## config.mk

```make
export PLATFORM = sky130hd
export DESIGN_NAME = mux_display_decoder
export DESIGN_NICKNAME = d
export VERILOG_FILES = /design/src/rtl/mux_display_decoder_pkg.sv /design/src/rtl/seg7_to_hex.sv /design/src/rtl/mux_display_decoder.sv
export SDC_FILE = /design/constraint.sdc
export NUM_CORES = 1
export LEC_CHECK = 0
export ABC_AREA = 1
export CORE_MARGIN = 5
export CORE_UTILIZATION = 30
export CTS_BUF_LIST = sky130_fd_sc_hd__clkbuf_16
export DETAILED_ROUTE_END_ITERATION = 7
export GPL_ROUTABILITY_DRIVEN = 0
export PLACE_DENSITY_LB_ADDON = 0.05
export SLEW_MARGIN = 40
export SYNTH_ARGS = -nofsm -noshare
export SYNTH_HDL_FRONTEND = slang
export SYNTH_HIERARCHICAL = 1
export SYNTH_SLANG_ARGS = --single-unit
```

## constraint.sdc

```tcl
create_clock -name clk -period 1.7 [get_ports clk]
set_input_delay 0.34 -clock clk [delete_from_list [all_inputs] [get_ports clk]]
set_output_delay 0.34 -clock clk [all_outputs]
set_load 0.02 [all_outputs]
```

## src/rtl/mux_display_decoder_pkg.sv

```systemverilog
// Shared definitions for the multiplexed 7-segment display checkers.
// Provides the segment bit positions (A..G on bits 0..6), the active-high
// segment patterns for hex digits 0..F, and the default digit count.
package mux_display_decoder_pkg;

  localparam int DEFAULT_NUM_DIGITS = 4;

  // Segment bit positions within a 7-bit pattern
  localparam int SEG_A = 0;
  localparam int SEG_B = 1;
  localparam int SEG_C = 2;
  localparam int SEG_D = 3;
  localparam int SEG_E = 4;
  localparam int SEG_F = 5;
  localparam int SEG_G = 6;

  localparam logic [6:0] M_A = 7'(1 << SEG_A);
  localparam logic [6:0] M_B = 7'(1 << SEG_B);
  localparam logic [6:0] M_C = 7'(1 << SEG_C);
  localparam logic [6:0] M_D = 7'(1 << SEG_D);
  localparam logic [6:0] M_E = 7'(1 << SEG_E);
  localparam logic [6:0] M_F = 7'(1 << SEG_F);
  localparam logic [6:0] M_G = 7'(1 << SEG_G);

  // Hex glyphs built from lit segments (0x3F, 0x06, 0x5B, ... 0x71)
  localparam logic [6:0] SEG_0 = M_A | M_B | M_C | M_D | M_E | M_F;
  localparam logic [6:0] SEG_1 = M_B | M_C;
  localparam logic [6:0] SEG_2 = M_A | M_B | M_D | M_E | M_G;
  localparam logic [6:0] SEG_3 = M_A | M_B | M_C | M_D | M_G;
  localparam logic [6:0] SEG_4 = M_B | M_C | M_F | M_G;
  localparam logic [6:0] SEG_5 = M_A | M_C | M_D | M_F | M_G;
  localparam logic [6:0] SEG_6 = M_A | M_C | M_D | M_E | M_F | M_G;
  localparam logic [6:0] SEG_7 = M_A | M_B | M_C;
  localparam logic [6:0] SEG_8 = M_A | M_B | M_C | M_D | M_E | M_F | M_G;
  localparam logic [6:0] SEG_9 = M_A | M_B | M_C | M_D | M_F | M_G;
  localparam logic [6:0] SEG_A_GLYPH = M_A | M_B | M_C | M_E | M_F | M_G;
  localparam logic [6:0] SEG_B_GLYPH = M_C | M_D | M_E | M_F | M_G;
  localparam logic [6:0] SEG_C_GLYPH = M_A | M_D | M_E | M_F;
  localparam logic [6:0] SEG_D_GLYPH = M_B | M_C | M_D | M_E | M_G;
  localparam logic [6:0] SEG_E_GLYPH = M_A | M_D | M_E | M_F | M_G;
  localparam logic [6:0] SEG_F_GLYPH = M_A | M_E | M_F | M_G;

endpackage

```

## src/rtl/seg7_to_hex.sv

```systemverilog
// Combinational 7-segment to hex decoder.
// Ports:
//   seg    - active-high segment pattern, bit0 = A ... bit6 = G
//   nibble - decoded hex value (0 when the pattern is not a hex glyph)
//   bad    - 1 when the pattern matches none of the 16 hex glyphs
module seg7_to_hex
  import mux_display_decoder_pkg::*;
(
  input  logic [6:0] seg,
  output logic [3:0] nibble,
  output logic       bad
);

  always_comb begin
    nibble = 4'h0;
    bad    = 1'b0;
    case (seg)
      SEG_0:       nibble = 4'h0;
      SEG_1:       nibble = 4'h1;
      SEG_2:       nibble = 4'h2;
      SEG_3:       nibble = 4'h3;
      SEG_4:       nibble = 4'h4;
      SEG_5:       nibble = 4'h5;
      SEG_6:       nibble = 4'h6;
      SEG_7:       nibble = 4'h7;
      SEG_8:       nibble = 4'h8;
      SEG_9:       nibble = 4'h9;
      SEG_A_GLYPH: nibble = 4'hA;
      SEG_B_GLYPH: nibble = 4'hB;
      SEG_C_GLYPH: nibble = 4'hC;
      SEG_D_GLYPH: nibble = 4'hD;
      SEG_E_GLYPH: nibble = 4'hE;
      SEG_F_GLYPH: nibble = 4'hF;
      default:     bad    = 1'b1;
    endcase
  end

endmodule

```

## src/rtl/mux_display_decoder.sv

```systemverilog
// Receiver for a multiplexed 7-segment display bus. Registers the segment
// lines and one-hot digit select, waits for each digit phase to be stable,
// decodes it, and assembles a full NUM_DIGITS-digit hex frame.
// Ports:
//   clk, rst  - clock and synchronous active-high reset
//   seg_in    - segments A..G on bits 0..6
//   dig_in    - one-hot digit select, bit0 = least significant nibble
//   value     - last completed frame, digit i in bits [4i+3:4i]
//   valid     - one-cycle pulse when value updates
//   pat_err   - held with value: some digit of that frame was undecodable
//   sel_err   - one-cycle pulse on a stable multi-hot select
//   seq_err   - one-cycle pulse on a digit captured out of rotation order
module mux_display_decoder
  import mux_display_decoder_pkg::*;
#(
  parameter int NUM_DIGITS     = DEFAULT_NUM_DIGITS,
  parameter int SETTLE_CYCLES  = 2,
  parameter bit SEG_ACTIVE_LOW = 1'b0
) (
  input  logic                    clk,
  input  logic                    rst,
  input  logic [6:0]              seg_in,
  input  logic [NUM_DIGITS-1:0]   dig_in,
  output logic [4*NUM_DIGITS-1:0] value,
  output logic                    valid,
  output logic                    pat_err,
  output logic                    sel_err,
  output logic                    seq_err
);

  localparam int                SAMPLE_W = 7 + NUM_DIGITS;
  localparam int                IDX_W    = (NUM_DIGITS > 1) ? $clog2(NUM_DIGITS) : 1;
  localparam logic [3:0]        SETTLE   = 4'(SETTLE_CYCLES);
  localparam logic [IDX_W-1:0]  LAST_IDX = IDX_W'(NUM_DIGITS - 1);

  logic [SAMPLE_W-1:0]     sample_reg, sample_next;
  logic [3:0]              count_reg, count_next;
  logic                    capture;
  logic [6:0]              cap_seg;
  logic [NUM_DIGITS-1:0]   cap_dig;
  logic [3:0]              cap_nibble;
  logic                    cap_bad;
  logic                    dig_blank, dig_multi, in_order, accept;
  logic [IDX_W-1:0]        cap_idx, expected_reg, expected_next;
  logic [NUM_DIGITS-1:0]   mask_reg, mask_next;
  logic                    bad_reg, bad_next;
  logic                    done_reg;
  logic [3:0]              nibble_reg [NUM_DIGITS];
  logic [4*NUM_DIGITS-1:0] value_flat;
  logic [4*NUM_DIGITS-1:0] value_reg;
  logic                    valid_reg, pat_err_reg, sel_err_reg, seq_err_reg;

  // ---------------- input stage and stability counter ----------------
  assign sample_next = SEG_ACTIVE_LOW ? ~{seg_in, dig_in} : {seg_in, dig_in};

  always_ff @(posedge clk) begin
    if (rst) begin
      sample_reg <= '0;
      count_reg  <= '0;
    end else begin
      sample_reg <= sample_next;
      count_reg  <= count_next;
    end
  end

  // count_reg holds how many times in a row the current registered sample
  // has repeated, saturating so a long-held phase captures only once.
  always_comb begin
    count_next = 4'd0;
    if (sample_next == sample_reg) begin
      count_next = (count_reg >= SETTLE) ? SETTLE : count_reg + 4'd1;
    end
  end

  // Fires on the single edge where the count reaches SETTLE; the sample being
  // loaded equals sample_reg, so sample_reg is the captured content.
  assign capture = (sample_next == sample_reg) && (count_reg == SETTLE - 4'd1);

  assign cap_seg = sample_reg[SAMPLE_W-1:NUM_DIGITS];
  assign cap_dig = sample_reg[NUM_DIGITS-1:0];

  seg7_to_hex u_seg7_to_hex (
    .seg    (cap_seg),
    .nibble (cap_nibble),
    .bad    (cap_bad)
  );

  // ---------------- select classification and ordering ----------------
  always_comb begin
    dig_blank = (cap_dig == '0);
    dig_multi = ((cap_dig & (cap_dig - NUM_DIGITS'(1))) != '0);
    cap_idx   = '0;
    for (int k = 0; k < NUM_DIGITS; k++) begin
      if (cap_dig[k]) cap_idx = IDX_W'(k);
    end
    in_order      = (cap_idx == expected_reg);
    accept        = capture && !dig_blank && !dig_multi;
    // An out-of-order digit restarts the frame with itself as first entry.
    mask_next     = in_order ? (mask_reg | cap_dig) : cap_dig;
    bad_next      = in_order ? (bad_reg | cap_bad) : cap_bad;
    expected_next = (cap_idx == LAST_IDX) ? '0 : cap_idx + IDX_W'(1);
  end

  // ---------------- per-digit nibble storage ----------------
  for (genvar gi = 0; gi < NUM_DIGITS; gi++) begin : g_digit
    always_ff @(posedge clk) begin
      if (rst) begin
        nibble_reg[gi] <= 4'h0;
      end else if (accept && cap_dig[gi]) begin
        nibble_reg[gi] <= cap_nibble;
      end
    end
    assign value_flat[4*gi +: 4] = nibble_reg[gi];
  end

  // ---------------- frame assembly and publishing ----------------
  // Captures are at least SETTLE_CYCLES apart, so the publish edge that
  // follows a completing capture never coincides with another capture.
  always_ff @(posedge clk) begin
    if (rst) begin
      mask_reg     <= '0;
      bad_reg      <= 1'b0;
      expected_reg <= '0;
      done_reg     <= 1'b0;
      value_reg    <= '0;
      valid_reg    <= 1'b0;
      pat_err_reg  <= 1'b0;
      sel_err_reg  <= 1'b0;
      seq_err_reg  <= 1'b0;
    end else begin
      valid_reg   <= done_reg;
      sel_err_reg <= capture && !dig_blank && dig_multi;
      seq_err_reg <= accept && !in_order;
      done_reg    <= accept && (mask_next == '1);
      if (done_reg) begin
        value_reg   <= value_flat;
        pat_err_reg <= bad_reg;
        mask_reg    <= '0;
        bad_reg     <= 1'b0;
      end else if (accept) begin
        mask_reg     <= mask_next;
        bad_reg      <= bad_next;
        expected_reg <= expected_next;
      end
    end
  end

  assign value   = value_reg;
  assign valid   = valid_reg;
  assign pat_err = pat_err_reg;
  assign sel_err = sel_err_reg;
  assign seq_err = seq_err_reg;

endmodule

```

# --- Word level (Yosys, flattened, before mapping) ---
# Memories as Yosys holds them, arrays and structs flattened. A register that Yosys moved wholly into a read port is not among the register bits.
# Cells that the tools add are included.
word_totals:
  inputBits: 13
  elab_cells: 93
  out_inout_bits: 20
  mem_count: 1
  mem_bits_rw: 16
  regBits: 27
classes:
  order_cmp: 1
  n_bitwise: 9
  add_sub_neg: 3
  n_eq_ne: 21
  mux: 27
  n_reduce_logical: 20
mem_list:
  columns: ["memory", "depth", "word_bits", "read_ports", "rd_ports_with_merged_regs", "write_ports", "line_no", "source"]
  rows:
  - ["nibble_reg", 4, 4, 4, 4, 4, "mux_display_decoder.sv:48", "logic [3:0] nibble_reg [NUM_DIGITS];"]
op_table:
  columns: ["cell", "n"]
  rows:
  - ["7-bit == test (second input constant)", 12]
  - ["4-bit case mux with 15 select lines", 1]
  - ["4-bit 2-to-1 mux", 5]
  - ["1-bit 2-to-1 mux", 17]
  - ["16-bit OR reduction", 1]
  - ["7-bit by 3-bit == test with 1-bit output (second input constant)", 2]
  - ["7-bit by 6-bit == test with 1-bit output (second input constant)", 2]
  - ["11-bit == test", 1]
  - ["1-bit logical AND", 10]
  - ["2-bit 2-to-1 mux", 4]
  - ["1-bit OR", 5]
  - ["4-bit by 1-bit adder with 4-bit output (second input constant)", 1]
  - ["4-bit bitwise AND", 1]
  - ["4-bit by 1-bit == test with 1-bit output (second input constant)", 1]
  - ["4-bit == test (second input constant)", 1]
  - ["4-bit by 2-bit >= comparator with 1-bit output (second input constant)", 1]
  - ["4-bit zero test", 1]
  - ["4-bit OR", 1]
  - ["4-bit nonzero test", 1]
  - ["2-bit OR reduction", 2]
  - ["4-bit by 1-bit subtractor with 4-bit output (second input constant)", 1]
  - ["1-bit zero test", 3]
  - ["3-bit OR reduction", 1]
  - ["2-bit by 1-bit adder with 2-bit output (second input constant)", 1]
  - ["other kinds (4)", 5]

# --- Depth between registers and ports, before layout ---
# Gate-level depths: netlist of the first run.
depth:
  word_depth: 10
  depth_mapped: 12
  mapped_depth_nobuf: 11

# --- Hierarchy ---
# The synthesis of the first run kept the hierarchy.
modules_own_cells:
  columns: ["module", "seq_area_each_um2", "n_inst", "cells_per_inst", "area_per_inst_um2"]
  rows:
  - ["mux_display_decoder", 1341.3, 1, 317, 2494.9]
  - ["seg7_to_hex", 0.0, 1, 69, 312.8]

# --- Least setup slack after synthesis of the first run ---
# No wires, ideal clock.
synth_timing:
  kind: "flip-flop to flip-flop"
  start: "reg sample_reg[2]"
  end: "mem nibble_reg[0][0], enable pin"
  setup_ns: 0.308
  t_required_ns: 1.392
  t_arrival_ns: 1.333
  stages_incl_launch_ff: 7
  path_buffers: 1
  period_less_slack_ns: 1.641
  setup_slack_ns: 0.059
  path_cell_list: "dfxtp_1 > buf_2 > xnor2_1 > nand3_1 > nor2_2 > nand3_1 > nand2_1"
synth_rtl:
  columns: ["element", "line_no", "source"]
  rows:
  - ["from (decl)", "mux_display_decoder.sv:36", "logic [SAMPLE_W-1:0] sample_reg, sample_next;"]
  - ["from (signal assigned)", "mux_display_decoder.sv:61", "sample_reg <= sample_next;"]
  - ["to (decl)", "mux_display_decoder.sv:48", null]

# --- Worst setup path after layout of the first run ---
layout_timing:
  start: "reg value_reg[12] (netlist: value[12]), read port of nibble_reg"
  end: "out value[12]"
layout_rtl:
  columns: ["element", "line_no", "source"]
  rows:
  - ["from (decl)", "mux_display_decoder.sv:50", "logic [4*NUM_DIGITS-1:0] value_reg;"]
  - ["to (decl)", "mux_display_decoder.sv:24", "output logic [4*NUM_DIGITS-1:0] value,"]
# No word-level cell between the ends.

==> results.cfg, run 1 <==
[clocking]
cts_buffers = 9
clkSinkCount = 59
clockBufferDepth = 2
root_buffer = clkbuf_16
worstSkewPairLatency_ns = 0.33
cts_tree = yes
htree_levels = 3
path_clk_slew_ns = 0.06

[timing]
setup_ws_ns = 0.0884
clock_skew_ns = 0.00683
slew_viol_final = 0
period_share_pct = 94.8
layout_min_cycle_time_ns = 1.61
hold_viol_final = 0
rsz0062_at_grt = yes
setup_viol = 0
hold-worst-slack_ns = 0.274
fmax_mhz = 620

[logic_synthesis]
netlist_area_sq_mm = 0.00281
yosysSeqAreaShare_pct = 47.8
synth.area.top_cells = dfxtp_1, nand2_1, edfxtp_1
synth_top_cell_by_area = dfxtp_1
synth_top_area_share_pct = 30.7
syn-mean-instance-area_sq_um = 7.27
yosys.cell_types.count = 28
ys_ff_latch = 59
synthCells = 386
yosys_warnings = 6
synth_fp_nets = 402

[worst_setup_path]
r2r_cells = 11
endpoint = value[12]
reg2reg_from = sample_reg[4]
cp.depth = 1
crit_family = buffers and inverters
path_cells = clkdlybuf4s50_1
r2r_end = nibble_reg[0][0]
cp_max_fo = 2
crit_slowest_cell = clkdlybuf4s50_1
end_kind = primary output
crit_path_max_incr_delay_ns = 0.61
startpoint = value[12]
critPathArrivalTime_ns = 1.27
crit_buf_inv = 1
path_class = flip-flop to primary output
required_ns = 1.36
start_kind = flip-flop
rrSetupSlack_ns = 0.12

[drt]
wirelength_um = 6670
drc = 0
first_iter_violations = 86
drtAntennaViolNets = 0
wl_per_cell_um = 11.6
first_pass_iters = 4
vias = 2507
post_drt_via_cell_ratio = 4.35

[power_and_ir_drop]
p_sw_w = 0.000859
combPwrFrac_pct = 7.0
p_sw_share_pct = 23.0
clkPwrFrac_pct = 53.1
leakage_nw = 1.82
seqPwrFrac_pct = 39.8
internal_power_w = 0.00288
irDropWorstVdd_v = 0.000383
powerDensity_mw_per_mm2 = 936
power_w = 0.00373

[floorplanning]
fp.dieW_um = 107
die_area_sq_mm = 0.0114
die_h_um = 107
io_pins = 33
initial_core_util_pct = 30.5
core_area_sq_mm = 0.00920
std_cell_rows = 35

[final_layout]
layout_common_cells = nand2_1, nor2_1, inv_1
fin_nets = 476
syn_to_final_growth_pct = 42.1
n_antenna_cell = 0
layout-drive-gt1-share_pct = 23.4
final_common_cell = nand2_1

[global_route]
track_usage_pct = 12.7
grt_max_degree = 24
grt_pass1_vias = 2471
overflow = 0
antenna_found_initial = 0
grt_pass1_wl_um = 11200

[hold_path]
hold_path.class = input pin to flip-flop
min_path_cells = 3

[flow_run]
drv_cap = 0

[run_status]
status = complete, no violations

[placement]
dp_hpwl_um = 5000
port-buffer-count = 32
dp_slack_ns = -0.475
[cells in the mapped netlist, drive strengths merged]
cell	number
nor3b	2
conb	1
nand2	134
nand4	5
nor3	2
ha	3
edfxtp	16
clkbuf	5
buf	5
xnor2	4
nand3	36
nand3b	2
nor4	1
a21oi	6
xor2	1
inv	47
nor2	66
dfxtp	43
o21ai	7
[layer usage]
| layer | GRT usage (%) | share of wire [%] | up-vias |
|---|---|---|---|
| met5 | 0 | 0 | - |
| met4 | 4.38 | 1.3 | 0 |
| met3 | 4.09 | 3.0 | 7 |
| met2 | 21.5 | 50 | 30 |
| met1 | 15.0 | 46 | 1124 |
| li1 | - | - | 1346 |
[cell type report]
class	instances	area (sq um)
clock buffers	9	225
clock inverters	7	100
fillers	940	5210
inverters	47	176
multi-input cells	270	1330
flip-flops and latches	59	1350
well taps	111	139
repair buffers	73	666
[timing repair]
action	in CTS	in global routing
resized for setup	22	28
setup buffers	0	4
pin swaps	5	12
gates cloned	0	0
endpoints found under the setup margin	37	40
hold buffers	0	0
[logic make-up after synthesis]
kind of cell	Yosys count	synth area share, %
other cells	1	0.134
flops	59	47.8
buf+inv	57	7.89
simple gates	248	39.0
compound gates	13	2.32
fa+ha+maj	3	1.34
xor+xnor	5	1.56
[power groups by stage]
stage	Sequential, W	Clock [W]	Combinational, W
finish	0.00149	0.00198	0.000263
detailed placement	0.00151	0	0.000244
CTS	0.00149	0.00203	0.000251
global route	0.00149	0.00209	0.000299
floorplan	0.00151	0	0.000134
global placement	0.00151	0	0.000245
[worst min-delay path by stage]
stage          slack [ns]             start             end
4_1_cts              0.37         seg_in[2]   sample_reg[6]
6_report             0.27         seg_in[4]   sample_reg[8]
3_5_place_dp         0.43  nibble_reg[3][2]       value[14]
3_3_place_gp         0.42  nibble_reg[3][2]       value[14]
2_1_floorplan        0.41               rst  sample_reg[10]
5_1_grt              0.28         seg_in[4]   sample_reg[8]
[metrics by stage]
| stage | setup TNS [ns] | utilization [%] | instances | instance area (sq um) |
|---|---|---|---|---|
| after floorplan | 0 | - | 386 | 2810 |
| after global placement | -18.20 | 38.3 | 556 | 3520 |
| after detailed placement | -17.81 | 38.3 | 556 | 3520 |
| after CTS | 0 | 42.6 | 572 | 3920 |
| after global routing | -0.0646 | 43.4 | 576 | 3990 |
| final | 0 | 43.4 | 576 | 3990 |
No activity file was read; power rests on OpenSTA's default activity.
==> inputs of run 2 (changes only) <==
==> constraint.sdc (replaced) <==
create_clock -name clk -period 1.57 [get_ports clk]
set_input_delay 0.314 -clock clk [delete_from_list [all_inputs] [get_ports clk]]
set_output_delay 0.314 -clock clk [all_outputs]
set_load 0.02 [all_outputs]
==> results.cfg, run 2 (synthesis gave the netlist of run 1 again) <==
[clocking]
htree_levels = 3
cts_buffers = 9
cts_tree = yes
root_buffer = clkbuf_16
clkSinkCount = 59
path_clk_slew_ns = 0.05
clockBufferDepth = 2
worstSkewPairLatency_ns = 0.32
hold_buffers = 0

[floorplanning]
die_area_sq_mm = 0.0114
std_cell_rows = 35
fp.dieW_um = 107
core_area_sq_mm = 0.00920
die_h_um = 107
initial_core_util_pct = 30.5
io_pins = 33

[global_route]
grt_pass1_vias = 2474
overflow = 0
grt_max_degree = 21
track_usage_pct = 12.6
grt_pass1_wl_um = 11400
antenna_found_initial = 0

[final_layout]
multi_input_area_sq_mm = 0.00147
seq_area_sq_mm = 0.00137
postLayoutCellArea_sq_mm = 0.00421
postLayoutCoreUtil_pct = 45.8
fin_nets = 491
layout-drive-gt1-share_pct = 31.5
n_antenna_cell = 0
final_common_cell = nand2_1
layout_common_cells = nand2_1, buf_4, inv_1, nor2_1, dfxtp_1
syn_to_final_growth_pct = 50.0
n_fill_cell = 920

[drt]
wl_per_cell_um = 11.4
first_iter_violations = 69
wirelength_um = 6720
drc = 0
post_drt_via_cell_ratio = 4.31
drtAntennaViolNets = 0
first_pass_iters = 4
vias = 2548

[timing]
setup_viol = 0
fin_tns_setup_ns = 0
slew_viol_final = 0
layout_min_cycle_time_ns = 1.55
clock_skew_ns = 0.00539
rsz0062_at_grt = yes
hold-worst-slack_ns = 0.358
hold_viol_final = 0
fmax_mhz = 645
period_share_pct = 98.7

[worst_setup_path]
crit_family = buffers and inverters
startpoint = seq_err
r2r_cells = 10
crit_path_max_incr_delay_ns = 0.60
required_ns = 1.26
critPathArrivalTime_ns = 1.24
cp_max_fo = 1
path_cells = clkdlybuf4s50_1
start_kind = flip-flop
crit_slowest_cell = clkdlybuf4s50_1
reg2reg_from = sample_reg[0]
end_kind = primary output
path_class = flip-flop to primary output
cp.depth = 1
crit_buf_inv = 1

[hold_path]
hold_path.class = input pin to flip-flop
worstHoldStart = seg_in[3]
min_path_cells = 3

[power_and_ir_drop]
powerDensity_mw_per_mm2 = 915
irDropWorstVdd_v = 0.000505
leakage_nw = 2.02

[placement]
placed_cell_area_sq_mm = 0.00355
port-buffer-count = 32
dp_hpwl_um = 4920

[flow_run]
drv_cap = 0

[run_status]
status = complete, no violations
run 2: worst register-to-register path, delay by kind of cell, from the launching register on:
| family | cells | cell delay (ns) |
|---|---|---|
| compound gates | 1 | 0.06 |
| buf+inv | 3 | 0.35 |
| flops | 1 | 0.36 |
| simple gates | 6 | 0.63 |
run 2: per-stage QoR:
| step | std cells | power [W] | setup WS (ns) |
|---|---|---|---|
| 3_5_place_dp | 559 | 0.00192 | -0.546 |
| 3_3_place_gp | 559 | 0.00192 | -0.535 |
| 2_1_floorplan | 386 | 0.00178 | -0.00405 |
| 4_1_cts | 587 | 0.00389 | -0.00465 |
| 5_1_grt | 591 | 0.00403 | -0.114 |
| 6_report | 591 | 0.00385 | 0.0203 |
run 2: cell type report:
class	instances	share of cell area, %
repair buffers	88	18.1
inverters	47	4.25
clock buffers	9	5.35
flip-flops and latches	59	32.5
multi-input cells	270	34.9
clock inverters	7	1.63
well taps	111	3.30
run 2: path summary, 6_finish.rpt:
check	end	slack, ns
max reg2reg	nibble_reg[0][3]	0.03
max	seq_err	0.02
min reg2reg	value[14]	0.43
min	sample_reg[7]	0.36
run 2: per-layer routing:
metal,GRT usage [%],routed length (um),up-vias
met5,0,0,-
met4,5.02,72,0
met3,2.71,167,5
met2,20.7,3260,26
met1,16.1,3230,1133
li1,-,-,1384
run 2: power by group:
group / switching [W] / total [W] / leakage (nW) / internal [W]
Sequential: 0.0000229 / 0.00161 / 0.526 / 0.00159
Clock: 0.000696 / 0.00192 / 0.141 / 0.00122
Combinational: 0.000175 / 0.000328 / 1.35 / 0.000153
run 2: repair_timing:
action / 4_1_cts / 5_1_grt
endpoints found under the hold margin: 0 / 0
setup buffers: 12 / 4
gates resized for setup: 54 / 59
pin swaps: 14 / 21
setup endpoints to repair: 54 / 48
==> inputs of run 3 (changes only) <==
--- a/config.mk
+++ b/config.mk
@@ -11,6 +11,7 @@
 export CTS_BUF_LIST = sky130_fd_sc_hd__clkbuf_16
 export DETAILED_ROUTE_END_ITERATION = 7
 export GPL_ROUTABILITY_DRIVEN = 0
+export HOLD_SLACK_MARGIN = 0.1
 export PLACE_DENSITY_LB_ADDON = 0.05
 export SLEW_MARGIN = 40
 export SYNTH_ARGS = -nofsm -noshare
==> results of run 3 <==
Same layout as run 2: the final DEF is identical, and so are final timing and power.
